**config.mk**
```make
export PLATFORM = sky130hd
export DESIGN_NAME = hazard_ctrl
export DESIGN_NICKNAME = d
export VERILOG_FILES = /design/src/rtl/hazard_ctrl.sv
export SDC_FILE = /design/constraint.sdc
export NUM_CORES = 1
export LEC_CHECK = 0
export CAP_MARGIN = 20
export CORE_AREA = 2 2 57 59
export DETAILED_ROUTE_END_ITERATION = 10
export DIE_AREA = 0 0 59 61
export GPL_TIMING_DRIVEN = 1
export PLACE_DENSITY_LB_ADDON = 0.25
export REMOVE_ABC_BUFFERS = 1
export SLEW_MARGIN = 20
export SYNTH_ARGS = -nofsm -noshare
export SYNTH_HDL_FRONTEND = slang
export SYNTH_SLANG_ARGS = --single-unit
export TNS_END_PERCENT = 20
```
**constraint.sdc**
```tcl
create_clock -name clk -period 4.6 [get_ports clk]
set_input_delay 0.69 -clock clk [delete_from_list [all_inputs] [get_ports clk]]
set_output_delay 0.69 -clock clk [all_outputs]
set_load 0.005 [all_outputs]
```
**src/rtl/hazard_ctrl.sv**
```systemverilog
// Hazard-control unit for the 5-stage MIPS pipeline: load-use, branch-in-ID and
// multiply/divide interlocks, IF flush on taken control transfers, stall counter.
module hazard_ctrl #(
    parameter int REG_AW = 5,
    parameter int MD_LAT = 4,
    parameter int CNT_W  = 16
) (
    input  logic              clk,
    input  logic              reset,
    input  logic              id_ex_mem_read,
    input  logic              id_ex_reg_write,
    input  logic [REG_AW-1:0] id_ex_rd,
    input  logic              ex_mem_mem_read,
    input  logic [REG_AW-1:0] ex_mem_rd,
    input  logic [REG_AW-1:0] if_id_rs,
    input  logic [REG_AW-1:0] if_id_rt,
    input  logic              if_id_uses_rt,
    input  logic              if_id_branch,
    input  logic              if_id_uses_hilo,
    input  logic              branch_taken,
    input  logic              jump,
    input  logic              md_start,
    input  logic              perf_clr,
    output logic              pc_write,
    output logic              if_id_write,
    output logic              id_ex_bubble,
    output logic              if_flush,
    output logic              md_busy,
    output logic [1:0]        stall_cause,
    output logic [CNT_W-1:0]  stall_count
);
    localparam int MD_W = $clog2(MD_LAT + 1);
    localparam logic [MD_W-1:0] MD_LOAD = MD_W'(MD_LAT);

    typedef enum logic [1:0] {
        CAUSE_NONE   = 2'd0,
        CAUSE_LOAD   = 2'd1,
        CAUSE_BRANCH = 2'd2,
        CAUSE_MD     = 2'd3
    } cause_e;

    logic [MD_W-1:0]  md_cnt_q, md_cnt_d;
    logic [CNT_W-1:0] stall_cnt_q, stall_cnt_d;
    logic             match_ex, match_mem;
    logic             load_use, br_dep, md_stall, stall;
    cause_e           cause;

    // Register 0 is hardwired to zero, so it can never carry a dependency.
    function automatic logic src_match(
        input logic [REG_AW-1:0] r,
        input logic [REG_AW-1:0] rs,
        input logic [REG_AW-1:0] rt,
        input logic              uses_rt
    );
        return (r != '0) && ((r == rs) || (uses_rt && (r == rt)));
    endfunction

    assign match_ex  = src_match(id_ex_rd,  if_id_rs, if_id_rt, if_id_uses_rt);
    assign match_mem = src_match(ex_mem_rd, if_id_rs, if_id_rt, if_id_uses_rt);

    // Branches compare in ID, so they must wait for an ALU result in EX and for
    // load data still in MEM; this yields one and two bubbles respectively.
    assign load_use = id_ex_mem_read && match_ex;
    assign br_dep   = (if_id_branch || jump)
                   && ((id_ex_reg_write && match_ex) || (ex_mem_mem_read && match_mem));
    assign md_busy  = !reset && (md_cnt_q != '0);
    assign md_stall = if_id_uses_hilo && md_busy;
    assign stall    = !reset && (load_use || br_dep || md_stall);

    always_comb begin
        cause = CAUSE_NONE;
        if (stall) begin
            if (load_use)    cause = CAUSE_LOAD;
            else if (br_dep) cause = CAUSE_BRANCH;
            else             cause = CAUSE_MD;
        end
    end

    // A stalled branch is still unresolved, so the stall suppresses the flush.
    always_comb begin
        pc_write     = 1'b1;
        if_id_write  = 1'b1;
        id_ex_bubble = 1'b0;
        if_flush     = 1'b0;
        if (stall) begin
            pc_write     = 1'b0;
            if_id_write  = 1'b0;
            id_ex_bubble = 1'b1;
        end else if (!reset) begin
            if_flush = jump || (if_id_branch && branch_taken);
        end
    end

    assign stall_cause = cause;

    always_comb begin
        md_cnt_d = md_cnt_q;
        if (md_start)
            md_cnt_d = MD_LOAD;
        else if (md_cnt_q != '0)
            md_cnt_d = md_cnt_q - MD_W'(1);
    end

    always_comb begin
        stall_cnt_d = stall_cnt_q;
        if (perf_clr)
            stall_cnt_d = '0;
        else if (stall && (stall_cnt_q != '1))
            stall_cnt_d = stall_cnt_q + CNT_W'(1);
    end

    always_ff @(posedge clk) begin
        if (reset) begin
            md_cnt_q    <= '0;
            stall_cnt_q <= '0;
        end else begin
            md_cnt_q    <= md_cnt_d;
            stall_cnt_q <= stall_cnt_d;
        end
    end

    assign stall_count = stall_cnt_q;

endmodule

```
# ---- Yosys cells after proc, flatten, opt, wreduce, memory -nomap -nowiden
# Cells that the tools add are included.
dict set report totals {
  ff_bits 19
  latch_bits 0
  ram_bits 0
  romBits 0
  input_bits 32
  out_inout_bits 23
  wordCells 46
  memories 0
}
dict set report classes {
  n_addsub 2
  mul 0
  div 0
  magnitude_cmp 0
  n_eq_ne 5
  n_shift 0
  n_mux 9
  bitwise 0
  reduce_logical 27
}
# operator count
set ops {}
lappend ops {{$eq A5 B5 Y1} 4}
lappend ops {{$add A16 B1 Y16 const B} 1}
lappend ops {{$ne A16 B16 Y1 const B} 1}
lappend ops {{$logic_and A1 B1 Y1} 13}
lappend ops {{$reduce_bool A5 Y1} 2}
lappend ops {{$logic_or A1 B1 Y1} 7}
lappend ops {{$mux W3} 2}
lappend ops {{$mux W1} 5}
lappend ops {{$mux W2} 2}
lappend ops {{$reduce_or A2 Y1} 2}
lappend ops {{$reduce_bool A3 Y1} 1}
lappend ops {{$sub A3 B1 Y3 const B} 1}
lappend ops {{$reduce_bool A2 Y1} 1}
lappend ops {{$logic_not A1 Y1} 1}

# ---- Depth between registers and ports, before layout
# Gate-level depths: netlist of the first run.
dict set report logic_depth {
  ltp_word 11
  depth_mapped 9
  depth_no_buf 9
}

# ---- Worst setup path before layout of the first run
# Ideal clock, no wire load.
dict set report synth_path {
  path_type {input port to output port}
  start {input port if_id_rt[2]}
  end {output port pc_write}
  arrival_time_ns 1.977
  t_required_ns 3.910
  setup_slack_ns 1.933
  cell_stages 7
  path_buffers 1
  cell_sequence {xor2_1 -> nor4_2 -> a32oi_1 -> or3_4 -> nand2_1 -> inv_1 -> buf_4}
}
dict set report synth_between {
  elab_chain_len 11
  elab_cells_between_ends 17
  classes_between {2 x eq/ne; 1 x mux; 14 x reduce/logical}
}
# element line_no
set synth_lines {}
lappend synth_lines {{start: declaration} 16} ;# input logic [REG_AW-1:0] if_id_rt,
lappend synth_lines {{$eq A5 B5 Y1} 55} ;# return (r != '0) && ((r == rs) || (uses_rt && (r == rt)));
lappend synth_lines {{$logic_and A1 B1 Y1} 55}
lappend synth_lines {{$logic_or A1 B1 Y1} 55}
lappend synth_lines {{$logic_and A1 B1 Y1} 55}
lappend synth_lines {{$logic_and A1 B1 Y1} 65} ;# && ((id_ex_reg_write && match_ex) || (ex_mem_mem_read && match_mem));
lappend synth_lines {{$logic_or A1 B1 Y1} 65}
lappend synth_lines {{$logic_and A1 B1 Y1} 65}
lappend synth_lines {{$logic_or A1 B1 Y1 * (2 in a row)} 68} ;# assign stall = !reset && (load_use || br_dep || md_stall);
lappend synth_lines {{$logic_and A1 B1 Y1 *} 68}
lappend synth_lines {{$mux W1 *} -}
lappend synth_lines {{end: declaration} 24} ;# output logic pc_write,
# Every way passes the cells marked *; elsewhere a longest branch is shown, timed or not.

# ---- Final worst setup path of the first run
dict set report layout_path {
  start {input port ex_mem_rd[2]}
  end {output port stall_cause[1]}
}
dict set report layout_between {
  elab_chain_len 11
  elab_cells_between_ends 13
  classes_between {2 x eq/ne; 1 x mux; 10 x reduce/logical}
}
# element line_no
set layout_lines {}
lappend layout_lines {{start: declaration} 14} ;# input logic [REG_AW-1:0] ex_mem_rd,
lappend layout_lines {{$eq A5 B5 Y1} 55}
lappend layout_lines {{$logic_and A1 B1 Y1} 55}
lappend layout_lines {{$logic_or A1 B1 Y1} 55}
lappend layout_lines {{$logic_and A1 B1 Y1 *} 55}
lappend layout_lines {{$logic_and A1 B1 Y1 *} 65}
lappend layout_lines {{$logic_or A1 B1 Y1 *} 65}
lappend layout_lines {{$logic_and A1 B1 Y1 *} 65}
lappend layout_lines {{$logic_or A1 B1 Y1 * (2 in a row)} 68}
lappend layout_lines {{$logic_and A1 B1 Y1 *} 68}
lappend layout_lines {{$mux W2 *} 72} ;# if (stall) begin
lappend layout_lines {{end: declaration} 29} ;# output logic [1:0] stall_cause,
# Marks and branches as above.

==> reports/results.tsv, run 1 <==
stage	metric	value	unit
sta	tns	0	ns
floorplan	dieArea	0.00360	mm^2
clock_network	cts.repair.resized	0	
grt	grt_pass1_wl	5.79	mm
power	vdd_drop_max	0.136	mV
route	drtAntennaViolNets	0	
route	num_vias	1406	
power	power	0.357	mW
clock_network	cts_root_buf	clkbuf_4	
synth	synth_top_area_share	28.5	%
worst_setup_path	worst_path_max_delay_cell	clkdlybuf4s50_1	
sta	fin_crit_sh	81.8	%
clock_network	cts_buffers	3	
power	p_switching	0.0988	mW
synth	yosys_warnings	0	
power	cellPowerDensity	187	mW/mm^2
worst_setup_path	endpoint_kind	output pin	
synth	synth_seq_area_share	28.5	%
clock_network	cts.path.max_buffers	2	
synth	synth_common_cells	19 x dfxtp_1, 19 x nor2_1, 17 x nand2_1	
run_status	outcome	finished, final reports clean	
grt	antenna_found_initial	0	
synth	synth.area.mux_share	2.25	%
clock_network	clk_pin_slew	0.10	ns
route	drtIter0Drc	37	
route	drcViolationCount	0	
floorplan	rows	20	
clock_network	clkSinkCount	19	
grt	grt_pass1_vias	1358	
worst_setup_path	start_kind	primary input	
synth	yosys.area_share.simple	29.0	%
grt	grt_max_degree	14	
synth	synth_cell_type_count	43	
worst_setup_path	path_class	primary input to output pin	
worst_setup_path	cpPeakStageDelay	0.51	ns
worst_setup_path	cp_common_cell	clkdlybuf4s50_1	
synth	synth_compound_area_share	17.1	%
synth	synth_top_area_cell	dfxtp_1	
sta	worst_pin_slew	0.473	ns
sta	rsz0062_at_grt	false	
route	vias_per_cell	5.56	
final_layout	final_core_util	64.7	%
sta	slew_headroom	68.4	%
sta	finalHoldViolCount	0	
sta	fin_ws	0.839	ns
synth	synth_xor_area_share	16.4	%
synth	synthArstFlopShare	0	%
worst_setup_path	cp_top_family	buffers and inverters	
floorplan	initial_utilization	45.2	%
worst_hold_path	hold_path_class	register to register	
final_layout	n_fill_cell	269	
final_layout	antenna_cells	0	
worst_setup_path	crit_path_max_fanout	4	
power	swShare	27.7	%
route	dr.pass1.iters	4	
clock_network	postCtsSetupBuffers	0	
grt	grt_usage	20.8	%
route	routed_wirelength	3.37	mm
worst_setup_path	crit_buf_inv	3	
synth	synth_area_leaders	dfxtp_1 29%, xnor2_1 8.5%, xor2_1 7.9%	
worst_setup_path	crit_chain	clkdlybuf4s50_1 > xor2_1 > nor4_2 > a32oi_1 > or3_4 > nand2_1 > inv_1 > nor2_1 > clkdlybuf4s50_1	
clock_network	htreeDepth	1	
floorplan	fp.dieW	59	um
floorplan	core_area	0.00295	mm^2
route	wl_per_cell	13.3	um
synth	netlist_instances	166	
placed_design	place.gp.congestion	0.882	
power	power_frac_seq	47.4	%
worst_setup_path	required	3.91	ns
sta	timing.final.crit_period	3.76	ns
synth	synth_seq_cells	19	
synth	synthesis.area	0.00133	mm^2
power	p_clk_share	23.6	%
placed_design	place_worst_setup_slack	0.853	ns
grt	overflow	0	
power	p_int	0.259	mW
sta	fin_worst_skew	0.00177	ns
final_layout	multi_input_area	901	um^2
floorplan	chipHeight	61	um
sta	maxClockFrequency	0.266	GHz
synth	synth_top_family_by_area	simple AND/OR/NAND/NOR gates	
clock_network	insertion_delay	0.30	ns
sta	finalSetupViolCount	0	
clock_network	cts_tree	done	
power	p_leak	0.732	nW
final_layout	drive_gt1_share	5.00	%
synth	synthAdderAreaFrac	2.81	%
final_layout	seq_area	380	um^2
synth	synth_enable_flop_cells	0	
placed_design	port-buffer-count	54	
floorplan	io_pins	55	
placed_design	hpwl	2.79	mm
synth	postSynthAreaPerCell	8.03	um^2
clock_network	cts_hold_buf	0	
final_layout	nets	256	
synth	synth_flop_cell	dfxtp_1	
final_layout	syn_to_final_growth	43.3	%
run	cap_violations	0	
power	p_comb_share	29.1	%
sta	maxSlewViolCount	0	
worst_setup_path	worstPathArrival	3.07	ns
worst min-delay path: cells and delay by family, from the launching register on:
family	cells	cell delay, ns
DFF	1	0.34
AOI/OAI and AO/OA	2	0.13
cell usage in the layout (no fill, tap or decap), drive strengths merged, types with 3 or more instances in the layout:
cell type / Yosys / routed
a41o: 3 / 3
ha: 3 / 3
xor2: 12 / 12
or3: 7 / 7
nand4: 3 / 3
and3: 4 / 4
nor2: 19 / 19
a31oi: 3 / 3
clkdlybuf4s50: 0 / 54
a21oi: 8 / 8
and2: 4 / 4
nand2: 17 / 17
nand3: 5 / 5
xnor2: 13 / 13
and4: 3 / 3
clkbuf: 2 / 4
inv: 6 / 6
mux2i: 3 / 3
nor3: 3 / 3
dfxtp: 19 / 19
o21ai: 7 / 7
flip-flops by register name (all words and copies together), names as in the netlist:
name         cells
stall_count     16
md_cnt_q         3
kinds of logic after synthesis:
kind of cell	after synthesis
DFF	19
adders and majority gates	3
buffers and inverters	10
and+or+nand+nor	73
muxes	3
xor gates and xnor gates	25
AOI/OAI and AO/OA	33
through the flow:
step,cells,cell area [um^2],hold WS [ns]
after CTS,253,1910,0.519
after global placement,249,1890,0.471
after global routing,253,1910,0.543
after floorplan,162,1300,0.471
after detailed placement,249,1890,0.505
final,253,1910,0.515
layout make-up:
class                      count  area share, %
clock buffer                   4           1.37
inverter                       6           1.18
multi-input combinational    137           47.1
sequential                    19           19.9
tap                           33           2.16
timing repair buffer          54           28.3
per-layer routing:
| layer | vias up | track usage, % | part of all wire, % |
|---|---|---|---|
| li1 | 708 | - | - |
| met1 | 652 | 25.0 | 41 |
| met2 | 39 | 36.0 | 51 |
| met3 | 7 | 5.12 | 5.9 |
| met4 | 0 | 7.47 | 1.5 |
| met5 | - | 0 | 0 |
power groups by stage:
stage	sequential, mW	combinational, mW	clock [mW]
final	0.169	0.104	0.0843
after global routing	0.170	0.115	0.0945
after CTS	0.169	0.105	0.0885
after detailed placement	0.173	0.104	0
after global placement	0.173	0.101	0
after floorplan	0.173	0.0468	0
worst paths after layout:
check | start | to | slack, ns | cells after the start
max | ex_mem_rd[2] | stall_cause[1] | 0.84 | 9
min | stall_count[10]$_SDFFE_PP0P_ | stall_count[10]$_SDFFE_PP0P_ | 0.52 | 2
max reg2reg | stall_count[0]$_SDFFE_PP0P_ | stall_count[15]$_SDFFE_PP0P_ | 2.37 | 8
min reg2reg | stall_count[10]$_SDFFE_PP0P_ | stall_count[10]$_SDFFE_PP0P_ | 0.52 | 2
Power figures use the tool's default switching activity.
==> run 2, diff against run 1 <==
--- a/config.mk
+++ b/config.mk
@@ -6,9 +6,9 @@
 export NUM_CORES = 1
 export LEC_CHECK = 0
 export CAP_MARGIN = 20
-export CORE_AREA = 2 2 57 59
+export CORE_AREA = 2 2 59 61
 export DETAILED_ROUTE_END_ITERATION = 10
-export DIE_AREA = 0 0 59 61
+export DIE_AREA = 0 0 61 63
 export GPL_TIMING_DRIVEN = 1
 export PLACE_DENSITY_LB_ADDON = 0.25
 export REMOVE_ABC_BUFFERS = 1
==> constraint.sdc (replaced) <==
create_clock -name clk -period 3.6 [get_ports clk]
set_input_delay 0.54 -clock clk [delete_from_list [all_inputs] [get_ports clk]]
set_output_delay 0.54 -clock clk [all_outputs]
set_load 0.005 [all_outputs]
==> run 2 against run 1 <==
Against the previous run:
- final area rose by 1.8%
- cell count up 5.1%
- sequential share of layout area fell by 0.36 points
- clock power grew 38%
- highest routed layer unchanged
- total power up 31%
- combinational power up 31%
- critical path type unchanged
- largest power group unchanged
- core utilization down 4.5 points
==> reports/results.tsv, run 2 (synthesis results as in run 1) <==
stage	metric	value	unit	change
worst_setup_path	required	3.06	ns	-0.85 ns
route	drcViolationCount	0		unchanged
clock_network	insertion_delay	0.32	ns	+0.02 ns
final_layout	antenna_cells	0		unchanged
sta	maxClockFrequency	0.294	GHz	
power	power	0.468	mW	+31%
clock_network	clk_pin_slew	0.10	ns	about the same
placed_design	hpwl	2.60	mm	-7.0%
sta	worst_pin_slew	0.516	ns	+0.0434 ns
route	dr.pass1.iters	4		unchanged
clock_network	cts_buffers	3		unchanged
grt	grt_pass1_wl	5.62	mm	-2.9%
placed_design	port-buffer-count	54		unchanged
route	wl_per_cell	12.3	um	-7.2%
floorplan	initial_utilization	41.3	%	-3.9 points
floorplan	io_pins	55		unchanged
worst_setup_path	r2r-end	stall_count[15]$_SDFFE_PP0P_		
clock_network	htreeDepth	1		unchanged
sta	tns	0	ns	unchanged
route	vias_per_cell	5.24		-5.6%
worst_hold_path	min_path_cells	2		unchanged
route	num_vias	1395		-0.78%
sta	fin_crit_sh	94.6	%	
worst_setup_path	cp-startpoint	ex_mem_rd[1]		
placed_design	place.gp.congestion	0.858		-2.7%
final_layout	mostFrequentLayoutCells	54 x clkdlybuf4s50_1, 19 x nor2_1, 19 x dfxtp_1		
floorplan	chipHeight	63	um	+3.3%
grt	antenna_found_initial	0		unchanged
clock_network	cts_tree	done		
worst_setup_path	cp_common_cell	clkdlybuf4s50_1		
final_layout	layout_commonest_cell	clkdlybuf4s50_1		
final_layout	n_fill_cell	314		+17%
clock_network	clkSinkCount	19		unchanged
worst_setup_path	reg2reg_from	stall_count[0]$_SDFFE_PP0P_		
run	cap_violations	0		unchanged
power	p_leak	0.740	nW	+1.1%
worst_setup_path	worstPathArrival	2.87	ns	-0.20 ns
worst_setup_path	cpPeakStageDelay	0.58	ns	+0.07 ns
clock_network	cts.path.max_buffers	2		unchanged
worst_setup_path	crit_path_max_fanout	4		unchanged
route	drtIter0Drc	47		+27%
worst_setup_path	path_class	primary input to output pin		
grt	grt_usage	18.7	%	-2.1 points
run_status	outcome	finished, final reports clean		
floorplan	fp.dieW	61	um	+3.4%
power	cellPowerDensity	240	mW/mm^2	+29%
clock_network	cts_root_buf	clkbuf_4		
power	vdd_drop_max	0.0956	mV	-30%
sta	fin_worst_skew	0.0192	ns	+0.0174 ns
final_layout	largest_reg_flops	16		unchanged
floorplan	dieArea	0.00384	mm^2	+6.8%
sta	timing.final.crit_period	3.41	ns	
clock_network	cts_hold_buf	0		unchanged
worst_hold_path	hold_path_class	register to register		
clock_network	cts.repair.resized	0		unchanged
worst_setup_path	start_kind	primary input		
sta	maxSlewViolCount	0		unchanged
worst_setup_path	crit_end	if_flush		
worst_setup_path	reg2reg_depth	8		unchanged
worst_setup_path	endpoint_kind	output pin		
sta	finalHoldViolCount	0		unchanged
sta	rsz0062_at_grt	false		
worst_setup_path	crit_chain	clkdlybuf4s50_1 > or4_1 > o221ai_1 > o21ai_0 > nor4_1 > clkdlybuf4s50_1		
sta	finalSetupViolCount	0		unchanged
final_layout	syn_to_final_growth	46.0	%	
clock_network	postCtsSetupBuffers	0		unchanged
worst_setup_path	rrSetupSlack	1.35	ns	-1.02 ns
floorplan	core_area	0.00323	mm^2	+9.4%
route	routed_wirelength	3.28	mm	-2.5%
sta	slew_headroom	65.5	%	-2.9 points
route	drtAntennaViolNets	0		unchanged
grt	grt_pass1_vias	1319		-2.9%
grt	grt_max_degree	14		unchanged
grt	overflow	0		unchanged
floorplan	rows	21		+5.0%
final_layout	drive_gt1_share	6.82	%	+1.8 points
final_layout	nets	256		unchanged
worst_setup_path	worst_path_max_delay_cell	clkdlybuf4s50_1		
==> run 2: stage by stage <==
step                instances  hold WS (ns)  utilization, %  worst slack (ns)  instance area, um^2
finish                    266         0.489            60.2             0.195                 1950
global placement          262         0.473            58.8             0.214                 1900
detailed placement        262         0.478            58.8             0.198                 1900
global route              266         0.547            60.2            0.0395                 1950
CTS                       266         0.494            59.7             0.180                 1930
floorplan                 162         0.471               -              1.23                 1300
==> run 2: area by class of cell <==
class / instances / area, um^2 / share of cell area, %
multi-input cells: 137 / 918 / 47.2
repair buffers: 54 / 541 / 27.8
flip-flops and latches: 19 / 380 / 19.5
well taps: 46 / 57.6 / 2.96
clock buffers: 3 / 22.5 / 1.16
inverters: 6 / 22.5 / 1.16
clock inverters: 1 / 5.00 / 0.257
==> run 2: report_power, final <==
group          switching [mW]  internal, mW
Clock                  0.0742        0.0416
Combinational          0.0615        0.0744
Sequential            0.00233         0.214
==> run 2: worst min-delay path by stage <==
stage | endpoint | startpoint
global placement | stall_count[14]$_SDFFE_PP0P_ | stall_count[14]$_SDFFE_PP0P_
CTS | stall_count[14]$_SDFFE_PP0P_ | stall_count[14]$_SDFFE_PP0P_
floorplan | stall_count[14]$_SDFFE_PP0P_ | stall_count[14]$_SDFFE_PP0P_
detailed placement | stall_count[14]$_SDFFE_PP0P_ | stall_count[14]$_SDFFE_PP0P_
finish | stall_count[14]$_SDFFE_PP0P_ | stall_count[14]$_SDFFE_PP0P_
global route | stall_count[4]$_SDFFE_PP0P_ | stall_count[4]$_SDFFE_PP0P_
==> run 2: worst max-delay path: cells and delay by family <==
| kind | cells | cell delay [ns] |
|---|---|---|
| simple gates | 2 | 0.82 |
| buf+inv | 2 | 1.04 |
| compound gates | 2 | 0.47 |
==> run 2: routing by layer <==
metal  track usage (%)  up-vias  part of all wire (%)
li1                  -      714                     -
met1              23.4      626                    43
met2              30.9       48                    49
met3              3.52        7                   6.1
met4              6.79        0                   1.8
met5                 0        -                     0
==> run 3, diff against run 2 <==
--- a/config.mk
+++ b/config.mk
@@ -6,9 +6,11 @@
 export NUM_CORES = 1
 export LEC_CHECK = 0
 export CAP_MARGIN = 20
-export CORE_AREA = 2 2 59 61
+export CELL_PAD_IN_SITES_DETAIL_PLACEMENT = 0
+export CELL_PAD_IN_SITES_GLOBAL_PLACEMENT = 2
+export CORE_AREA = 2 2 80 82
 export DETAILED_ROUTE_END_ITERATION = 10
-export DIE_AREA = 0 0 61 63
+export DIE_AREA = 0 0 82 84
 export GPL_TIMING_DRIVEN = 1
 export PLACE_DENSITY_LB_ADDON = 0.25
 export REMOVE_ABC_BUFFERS = 1
==> run 3 against run 2 <==
Against the previous run:
- combinational power barely moved
- maximum frequency shrank 0.43%
- sequential cell count did not move
- setup slack got worse by 0.015 ns
- global-route usage down 7.0 points
- sequential share of layout area shrank 0.63 points
- via count down 1.0%
- routed wire length up 18%
- hold slack better by 0.0051 ns
==> reports/results.tsv, run 3 (synthesis results as in run 1) <==
stage	metric	value	unit	change
run_status	outcome	finished, final reports clean		
grt	grt_pass1_vias	1347		+2.1%
floorplan	chipHeight	84	um	+33%
final_layout	drive_gt1_share	7.21	%	+0.39 points
sta	fin_crit_sh	95.0	%	+0.41 points
placed_design	port-buffer-count	54		unchanged
worst_setup_path	reg2reg_from	stall_count[0]$_SDFFE_PP0P_		
sta	finalSetupViolCount	0		unchanged
placed_design	dpl_cell_area	0.00196	mm^2	+2.8%
grt	grt_pass1_wl	6.27	mm	+11%
clock_network	cts_tree	done		
worst_hold_path	hold_path_class	register to register		
floorplan	initial_utilization	21.9	%	-19 points
floorplan	core_area	0.00610	mm^2	+89%
route	vias_per_cell	4.62		-12%
clock_network	postCtsSetupBuffers	0		unchanged
placed_design	place.gp.congestion	0.788		-8.1%
final_layout	layout_commonest_cell	clkdlybuf4s50_1		
worst_setup_path	cp_common_cell	clkdlybuf4s50_1		
worst_setup_path	required	3.06	ns	about the same
worst_setup_path	cp-startpoint	if_id_rt[1]		
grt	overflow	0		unchanged
power	cellPowerDensity	251	mW/mm^2	+4.5%
worst_setup_path	endpoint_kind	output pin		
worst_setup_path	path_class	primary input to output pin		
final_layout	mostFrequentLayoutCells	54 x clkdlybuf4s50_1, 19 x nor2_1, 19 x dfxtp_1		
sta	fin_worst_skew	0.00650	ns	-0.0127 ns
power	p_leak	0.756	nW	+2.1%
sta	finalHoldViolCount	0		unchanged
clock_network	cts_root_buf	clkbuf_8		
placed_design	hpwl	3.29	mm	+27%
sta	maxSlewViolCount	0		unchanged
worst_setup_path	cpPeakStageDelay	0.50	ns	-0.08 ns
route	drtIter0Drc	53		+13%
final_layout	nets	258		+0.78%
grt	grt_max_degree	14		unchanged
floorplan	io_pins	55		unchanged
final_layout	largest_reg_flops	16		unchanged
worst_setup_path	worstPathArrival	2.88	ns	about the same
final_layout	antenna_cells	0		unchanged
route	dr.pass1.iters	4		unchanged
route	routed_wirelength	3.89	mm	+18%
worst_setup_path	worst_path_max_delay_cell	clkdlybuf4s50_1		
sta	slew_headroom	65.6	%	+0.14 points
floorplan	dieArea	0.00689	mm^2	+79%
grt	antenna_found_initial	0		unchanged
worst_setup_path	start_kind	primary input		
sta	rsz0062_at_grt	false		
route	drcViolationCount	0		unchanged
route	wl_per_cell	13.0	um	+5.3%
clock_network	cts_buffers	3		unchanged
worst_setup_path	crit_path_max_fanout	4		unchanged
worst_hold_path	min_from	stall_count[14]$_SDFFE_PP0P_		
worst_setup_path	crit_chain	clkdlybuf4s50_1 > xor2_1 > nor4_2 > a32oi_2 > or3_4 > nand2_2 > inv_1 > nor2_1 > clkdlybuf4s50_1		
clock_network	clk_pin_slew	0.07	ns	-0.03 ns
route	num_vias	1381		-1.0%
final_layout	fin_area	0.00201	mm^2	+3.3%
clock_network	clkSinkCount	19		unchanged
final_layout	syn_to_final_growth	50.8	%	
floorplan	fp.dieW	82	um	+34%
grt	grt_usage	11.7	%	-7.0 points
run	cap_violations	0		unchanged
floorplan	rows	29		+38%
sta	worst_pin_slew	0.514	ns	-0.00214 ns
power	power	0.505	mW	+8.0%
power	vdd_drop_max	0.0933	mV	-2.4%
sta	timing.final.crit_period	3.42	ns	+0.0146 ns
clock_network	insertion_delay	0.26	ns	-0.06 ns
clock_network	htreeDepth	1		unchanged
clock_network	cts.path.max_buffers	2		unchanged
sta	tns	0	ns	unchanged
route	drtAntennaViolNets	0		unchanged
sta	maxClockFrequency	0.292	GHz	-0.43%
==> run 3: where the power goes <==
group	switching [mW]	leakage (nW)	internal, mW
combinational	0.0614	0.577	0.0761
clock	0.0748	0.0255	0.0770
sequential	0.00222	0.154	0.214
==> run 3: final cells by class <==
type,instances,area [um^2]
Tap cell,77,96.3
Multi-Input combinational cell,137,911
Timing Repair Buffer,56,556
Inverter,6,22.5
Clock inverter,1,5.00
Clock buffer,3,41.3
Sequential cell,19,380
Fill cell,670,4080
==> run 3: per-stage QoR <==
stage | hold WS, ns | setup slack, ns | cells | util [%]
after floorplan | 0.471 | 1.23 | 162 | -
after global placement | 0.488 | 0.157 | 295 | 32.1
after detailed placement | 0.491 | 0.138 | 295 | 32.1
after CTS | 0.501 | 0.131 | 299 | 32.8
after global routing | 0.550 | 0.0235 | 299 | 33.0
final | 0.494 | 0.180 | 299 | 33.0
==> run 3: layer usage <==
metal / GRT usage, % / vias up / routed length [um] / part of all wire, %
li1: - / 709 / - / -
met1: 13.6 / 629 / 1640 / 42
met2: 20.5 / 39 / 2010 / 52
met3: 2.27 / 4 / 189 / 4.9
met4: 4.55 / 0 / 51 / 1.3
met5: 0 / - / 0 / 0
==> run 3: path summary, 6_finish.rpt <==
| kind | to | cells after the start | slack (ns) |
|---|---|---|---|
| min | stall_count[14]$_SDFFE_PP0P_ | 2 | 0.49 |
| max | stall_cause[0] | 9 | 0.18 |
| max reg2reg | stall_count[15]$_SDFFE_PP0P_ | 8 | 1.36 |
| min reg2reg | stall_count[14]$_SDFFE_PP0P_ | 2 | 0.49 |
==> run 3: critical path: cells and delay by family <==
| kind | cells | cell delay, ns |
|---|---|---|
| xor+xnor | 1 | 0.20 |
| simple gates | 4 | 0.91 |
| compound gates | 1 | 0.17 |
| buf+inv | 3 | 1.06 |
==> run 3: what timing repair did <==
| action | in CTS | in global routing |
|---|---|---|
| hold buffers | 0 | 0 |
| resized for setup | 0 | 2 |
| endpoints found under the setup margin | 0 | 2 |
